$ cat src/rtl/pattern_player.sv
// pattern_player: plays a latched pattern as one-hot LED flashes with programmable on-time and gap
module pattern_player #(
   parameter int SYM_W      = 3,
   parameter int MAX_LEN    = 25,
   parameter int ON_CYCLES  = 4,
   parameter int OFF_CYCLES = 2
) (
   input  logic                     clk,
   input  logic                     rst_n,
   input  logic                     start,
   input  logic                     abort,
   input  logic [SYM_W*MAX_LEN-1:0] pattern,
   input  logic [4:0]               length,
   output logic [2**SYM_W-1:0]      led,
   output logic                     busy,
   output logic                     done,
   output logic [4:0]               cur_idx
);
   localparam int PW = SYM_W * MAX_LEN;
   localparam int LW = 2 ** SYM_W;
   localparam int TW = $clog2(ON_CYCLES > OFF_CYCLES ? ON_CYCLES : OFF_CYCLES) + 1;
   typedef enum logic [1:0] {S_IDLE, S_ON, S_GAP, S_DONE} state_t;
   state_t state, state_d;
   logic [TW-1:0] timer, timer_d;
   logic [PW-1:0] pat, pat_d;
   logic [4:0] len, len_d, idx_d;
   logic [LW-1:0] led_d;
   logic [SYM_W-1:0] sym;
   logic busy_d, done_d, go, load, last_on, last_off, last_idx;
   assign go       = start && !abort;
   assign load     = state == S_IDLE && go;
   assign last_on  = timer == TW'(ON_CYCLES - 1);
   assign last_off = timer == TW'(OFF_CYCLES - 1);
   assign last_idx = cur_idx == len - 5'd1;
   always_ff @(posedge clk) begin
      if (!rst_n) begin
         state   <= S_IDLE;
         timer   <= '0;
         pat     <= '0;
         len     <= '0;
         cur_idx <= '0;
         led     <= '0;
         busy    <= 1'b0;
         done    <= 1'b0;
      end else begin
         state   <= state_d;
         timer   <= timer_d;
         pat     <= pat_d;
         len     <= len_d;
         cur_idx <= idx_d;
         led     <= led_d;
         busy    <= busy_d;
         done    <= done_d;
      end
   end
   always_comb begin
      state_d = state;
      case (state)
         S_IDLE:  state_d = go ? (length == 5'd0 ? S_DONE : S_ON) : S_IDLE;
         S_ON:    state_d = abort ? S_IDLE : last_on ? S_GAP : S_ON;
         S_GAP:   state_d = abort ? S_IDLE : !last_off ? S_GAP : last_idx ? S_DONE : S_ON;
         default: state_d = S_IDLE;
      endcase
   end
   // the LED for the upcoming entry is taken from the value being latched this edge
   always_comb begin
      pat_d   = load ? pattern : pat;
      len_d   = load ? (length > 5'(MAX_LEN) ? 5'(MAX_LEN) : length) : len;
      idx_d   = (load && length != 5'd0) ? 5'd0 :
                (state == S_GAP && state_d == S_ON) ? cur_idx + 5'd1 : cur_idx;
      timer_d = (state_d == state && (state == S_ON || state == S_GAP)) ? timer + TW'(1) : '0;
      sym     = SYM_W'(pat_d >> (idx_d * SYM_W));
      led_d   = state_d == S_ON ? LW'(1) << sym : '0;
      busy_d  = state_d == S_ON || state_d == S_GAP;
      done_d  = state_d == S_DONE;
   end
endmodule

$ cat config.mk
export PLATFORM = sky130hd
export DESIGN_NAME = pattern_player
export DESIGN_NICKNAME = d
export VERILOG_FILES = /design/src/rtl/pattern_player.sv
export SDC_FILE = /design/constraint.sdc
export NUM_CORES = 1
export LEC_CHECK = 0
export ABC_AREA = 1
export BUFFER_PORTS_ARGS = -buffer_cell sky130_fd_sc_hd__buf_2
export CAP_MARGIN = 30
export CORE_MARGIN = 2
export CORE_UTILIZATION = 50
export DETAILED_ROUTE_END_ITERATION = 12
export PLACE_DENSITY = 0.81
export SYNTH_ARGS = -nofsm -noshare
export SYNTH_HDL_FRONTEND = slang
export SYNTH_SLANG_ARGS = --single-unit
$ cat constraint.sdc
create_clock -name clk -period 3.2 [get_ports clk]
set_input_delay 0.64 -clock clk [delete_from_list [all_inputs] [get_ports clk]]
set_output_delay 0.64 -clock clk [all_outputs]
set_load 0.01 [all_outputs]
== After elaboration in Yosys (flattened, before gate mapping) ==
Cells that the tools add are included.
Word-level totals
  output and inout port bits: 15
  input port bits: 84
  register bits: 100
Cells by class
  reduce and logical (&&, ||, !) cells: 13
  shifts and indexed selects: 2
  order comparisons: 1
  add/sub/neg operators: 3
  equal/unequal tests: 9
  mux-type cells: 12
  multipliers: 1
Operators by type and width (number)
  75-bit two-way mux: 1
  75-bit by 7-bit right shift with 3-bit output: 1
  5-bit two-way mux: 3
  2-bit two-way mux: 7
  1-bit by 3-bit left shift with 8-bit output (first input constant): 1
  5-bit by 2-bit multiplier with 7-bit output (second input constant): 1
  2-bit == test (second input constant): 3
  2-bit case mux with 3 select lines: 1
  5-bit by 1-bit adder with 5-bit output (second input constant): 1
  5-bit == test: 1
  5-bit greater-than comparator (second input constant): 1
  1-bit logical AND: 5
  5-bit zero test: 1
  5-bit nonzero test: 1
  5-bit by 1-bit subtractor with 5-bit output (second input constant): 1
  2-bit by 1-bit == test with 1-bit output (second input constant): 2
  2-bit AND reduction: 2
  3-bit by 1-bit adder with 3-bit output (second input constant): 1
  3-bit by 1-bit == test with 1-bit output (second input constant): 1
  3-bit by 2-bit == test with 1-bit output (second input constant): 1
  2-bit == test: 1
  2-bit zero test: 1
  1-bit logical OR: 2
  1-bit zero test: 1

== Depth between registers and ports, before layout ==
  depth in word-level cells: 13
  mapped depth: 28
  mapped depth without buffers: 27

== Least setup slack after synthesis ==
No wires, ideal clock.
  path type: input to register
  from: input port start
  to: register led[0]
  stages: 23
  arrival: 2.990 ns
  required time: 3.083 ns
  path buffers: 4
  path slack: 0.093 ns
  setup time: 0.117 ns
  cell sequence: buf_4 nand3_2 buf_2 buf_4 nor2_1 a31oi_1 nand2_1 nand2_1 ha_1 nand2_1 nand2_1 nand2_1 inv_2 clkbuf_1 nand3_1 nand3_1 nand2_1 nor2_1 nand2_1 nand3_1 nand2_1 nand2_1 nor2_1
On the way
  cells in the longest elaborated chain, start to end: 10
Ends and longest elaborated chain
  start, declared: RTL line 10  | input logic start,
  1-bit logical AND *: RTL line 30  | assign go = start && !abort;
  2-bit two-way mux: RTL line 59  | S_IDLE: state_d = go ? (length == 5'd0 ? S_DONE : S_ON) : S_IDLE;
  2-bit case mux with 3 select lines: RTL line 58  | case (state)
  2-bit by 1-bit == test with 1-bit output: RTL line 70, 73
  1-bit logical AND: RTL line 70  | (state == S_GAP && state_d == S_ON) ? cur_idx + 5'd1 : cur_idx;
  5-bit two-way mux: RTL line 70
  5-bit two-way mux: RTL line 69  | idx_d = (load && length != 5'd0) ? 5'd0 :
  5-bit by 2-bit multiplier with 7-bit output: RTL line 72  | sym = SYM_W'(pat_d >> (idx_d * SYM_W));
  75-bit by 7-bit right shift with 3-bit output: RTL line 72
  1-bit by 3-bit left shift with 8-bit output: RTL line 73  | led_d = state_d == S_ON ? LW'(1) << sym : '0;
  end signal, assigned: RTL line 51  | led <= led_d;
  end, declared: RTL line 14  | output logic [2**SYM_W-1:0] led,
Every way passes the cells marked *; elsewhere a longest branch is shown, timed or not.
A chain may end at the register's enable or synchronous reset.

== Worst setup path after layout ==
  from: register len[0]
  to: register led[5]
On the way
  cells in the longest elaborated chain, start to end: 13
Ends and longest elaborated chain
  start, declared: RTL line 26  | logic [4:0] len, len_d, idx_d;
  start signal, assigned: RTL line 49  | len <= len_d;
  5-bit by 1-bit subtractor with 5-bit output *: RTL line 34  | assign last_idx = cur_idx == len - 5'd1;
  5-bit == test *: RTL line 34
  2-bit two-way mux * (3 in a row): RTL line 61  | S_GAP: state_d = abort ? S_IDLE : !last_off ? S_GAP : last_idx ? S_DONE : S_ON;
  2-bit case mux with 3 select lines *: RTL line 58
  2-bit by 1-bit == test with 1-bit output *: RTL line 70, 73
  1-bit logical AND: RTL line 70
  5-bit two-way mux: RTL line 70
  5-bit two-way mux: RTL line 69
  5-bit by 2-bit multiplier with 7-bit output: RTL line 72
  75-bit by 7-bit right shift with 3-bit output: RTL line 72
  1-bit by 3-bit left shift with 8-bit output: RTL line 73
Marks and branches as above.

==> impl_metrics.yaml <==
flow_run:
  cap_violations: 0
pwr:
  p_sw_mw: 0.7246
  power_frac_clock: 0.334
  power_density_nw_per_um2: 420.8
  swShare: 0.2808
  ir_drop_mv: 0.2517
  internal-power_mw: 1.856
  p_leak_nw: 3.166
  pwr-share-seq: 0.512
  pwr-share-comb: 0.154
logic_synthesis:
  yosys.cell_types.count: 31
  synth_area_sq_um: 5134
  ys_ff_latch: 100
  avgSynthCellArea_sq_um: 6.433
  netlist_instances: 798
  yosysSeqAreaShare: 0.3900
  syn-num-nets: 893
  yosys_warnings: 0
detailed_routing:
  routed_wl_um: 12900
  post_drt_wl_per_cell_um: 12.52
  drt_pass1_iterations: 5
  dr.first_iter.drc_count: 415
  via_count: 5257
  drc: 0
  post_drt_via_cell_ratio: 5.104
  antenna_left: 0
setup_path:
  endpoint_kind: "flop"
  r2r_end: "led[5]"
  reg2reg_depth: 26
  worstPathMaxFanout: 8
  cpMaxStageDelayCell: "dfxtp_2"
  crit_path_start_kind: "flop"
  required_ns: 3.51
  arrival_ns: 3.30
  cpMostUsedCell: "nand2_1"
  cp_slowest_stage_delay_ns: 0.34
  crit-reg2reg-launch: "len[0]"
  ff2ff_setup_slack_ns: 0.21
  critPathKind: "reg -> reg"
finish:
  final_layout_size_suffix_gt1_frac: 0.1962
  nets: 987
  final_cells: 1030
  multi_input_area_sq_um: 2706
  syn_to_final_growth_pct: 19.45
  finish.instance_area_sq_um: 6132
  seq_area_sq_um: 2004
  antenna_cells: 0
  post-route-util: 0.6216
  fillers: 901
grt:
  grt_pass1_vias: 4669
  grtUsageTotal: 0.2292
  grt_overflow: 0
  grt_max_degree: 95
  antenna_found_initial: 0
  grt_first_pass_wirelength_um: 21110
timing:
  final.setup_skew_ns: 0.01378
  hold_viol: 0
  worstMarginPinSlew_ns: 0.8823
  max_freq_ghz: 0.3339
  setup_tns_ns: 0
  slew_violations: 0
  period_needed_ns: 2.995
  fin_crit_sh: 0.9358
  slew_headroom: 0.4118
  rsz0062_at_grt: "true"
  setup_viol: 0
  final.setup.worst_slack_ns: 0.2054
clocking:
  path_clk_slew_ns: 0.09
  clkSinkCount: 100
  cts_tree: "yes"
  root_buffer: "clkbuf_8"
  clk_latency_ns: 0.37
  cts.htree.levels: 3
  numCtsBuffers: 9
  clk_path_buf_depth: 2
floorplanning:
  die-area_sq_um: 11090
  num_rows: 36
  fp.dieH_um: 105.3
  core_area_sq_um: 9864
  ios: 99
  start_util: 0.5204
  fp.dieW_um: 105.3
place:
  dpl.cell_count: 1001
  port_buffers: 98
  placed_area_sq_um: 5690
  globalplace.congestion: 0.9164
  dp_slack_ns: 0.03738
  dp_hpwl_um: 8941
worst_hold_path:
  hold_path_depth: 1
  hold_path.class: "reg -> reg"
  hold_start: "timer[0]"
  min_to: "timer[0]"
status:
  outcome: "finished, final reports clean"
-- area by class of cell --
cell class,instances,area share
timing repair inverter,1,0.0008162
clock inverter,6,0.01285
multi-input combinational,584,0.4413
inverter,70,0.04387
clock buffer,10,0.02244
tap,133,0.02714
timing repair buffer,126,0.1247
sequential,100,0.3269
-- Yosys cell counts (all sizes together) --
library cell,number,area share
a21oi,52,0.051
nor3,2,0.0019
nand4,7,0.0085
nor2,67,0.051
o21a,1,0.0015
nand3,110,0.11
o211ai,1,0.0015
or2,4,0.0049
clkinv,1,0.00073
clkbuf,11,0.0080
a31oi,1,0.0012
o211a,1,0.0019
ha,11,0.027
buf,33,0.039
a211oi,3,0.0044
xor2,3,0.0051
inv,69,0.050
nand2,292,0.22
dfxtp,100,0.39
xnor2,1,0.0017
o21ai,28,0.027
-- cells in the final DEF (no fill, tap or decap), drive strengths merged --
master    synthesis  routed
o21ai            28      28
inv              69      71
nor2             67      67
buf              33     126
ha               11      11
xor2              3       3
a21oi            52      52
clkbuf           11      10
o211a             1       1
nor3              2       2
clkinv            1       3
clkinvlp          0       2
bufinv            0       1
nand2           292     292
a31oi             1       1
or2               4       4
dfxtp           100     100
o211ai            1       1
o21a              1       1
xnor2             1       1
a211oi            3       3
nand3           110     110
nand4             7       7
-- power groups by stage --
stage / logic, mW / registers [mW] / clock network (mW)
6_report: 0.397 / 1.32 / 0.862
5_1_grt: 0.457 / 1.33 / 0.920
4_1_cts: 0.385 / 1.32 / 0.870
3_5_place_dp: 0.382 / 1.35 / 0
3_3_place_gp: 0.377 / 1.35 / 0
2_1_floorplan: 0.268 / 1.35 / 0
-- stage by stage --
step                      hold slack [ns]  total power, mW
final                              0.4719            2.581
after floorplan                    0.4215            1.615
after global routing               0.4961            2.704
after detailed placement           0.4525            1.731
after global placement             0.4368            1.725
after CTS                          0.4744            2.576
-- timing repair --
action | CTS | global route
pin swaps | 0 | 7
cloned | 0 | 2
setup buffers | 0 | 11
hold buffers | 0 | 0
resized for setup | 2 | 34
endpoints found under the setup margin | 3 | 8
-- worst max-delay path by stage --
stage | start | to | slack (ns) | depth (start not counted)
2_1_floorplan | start | led[0] | 0.09 | 23
6_report | len[0] | led[5] | 0.21 | 26
3_3_place_gp | len[0] | led[7] | 0.13 | 25
3_5_place_dp | len[0] | led[5] | 0.04 | 26
5_1_grt | len[0] | led[6] | -0.06 | 26
4_1_cts | len[0] | led[6] | 0.02 | 23
-- critical path, delay by kind of cell, from the launching register on --
kind	cells	cell delay, ns
AO/OA/AOI/OAI	1	0.08
XOR/XNOR	1	0.14
adder cells (fa/ha/maj)	2	0.43
buffers and inverters	4	0.47
flip-flops	1	0.34
AND/OR/NAND/NOR	18	1.47
-- registers in the layout, summed over array words and instances (netlist names) --
signal / cells
busy: 1
cur_idx: 5
done: 1
led: 8
len: 5
pat: 75
state: 2
timer: 3
-- cells by family after synthesis --
| logic type | Yosys count | synth area share |
|---|---|---|
| and+or+nand+nor | 482 | 0.3900 |
| buffers and inverters | 114 | 0.09797 |
| DFF | 100 | 0.3900 |
| AOI/OAI and AO/OA | 87 | 0.08847 |
| adders and majority gates | 11 | 0.02681 |
| xor gates and xnor gates | 4 | 0.006826 |
-- per-layer routing --
metal  track usage  vias up  wire length, um
li1              -     2726                -
met1        0.3289     2333             6122
met5             0        -                0
met3       0.03092       25              727
met4       0.07238        0              253
met2        0.3553      173             5796
(Power assumes the default switching activity.)
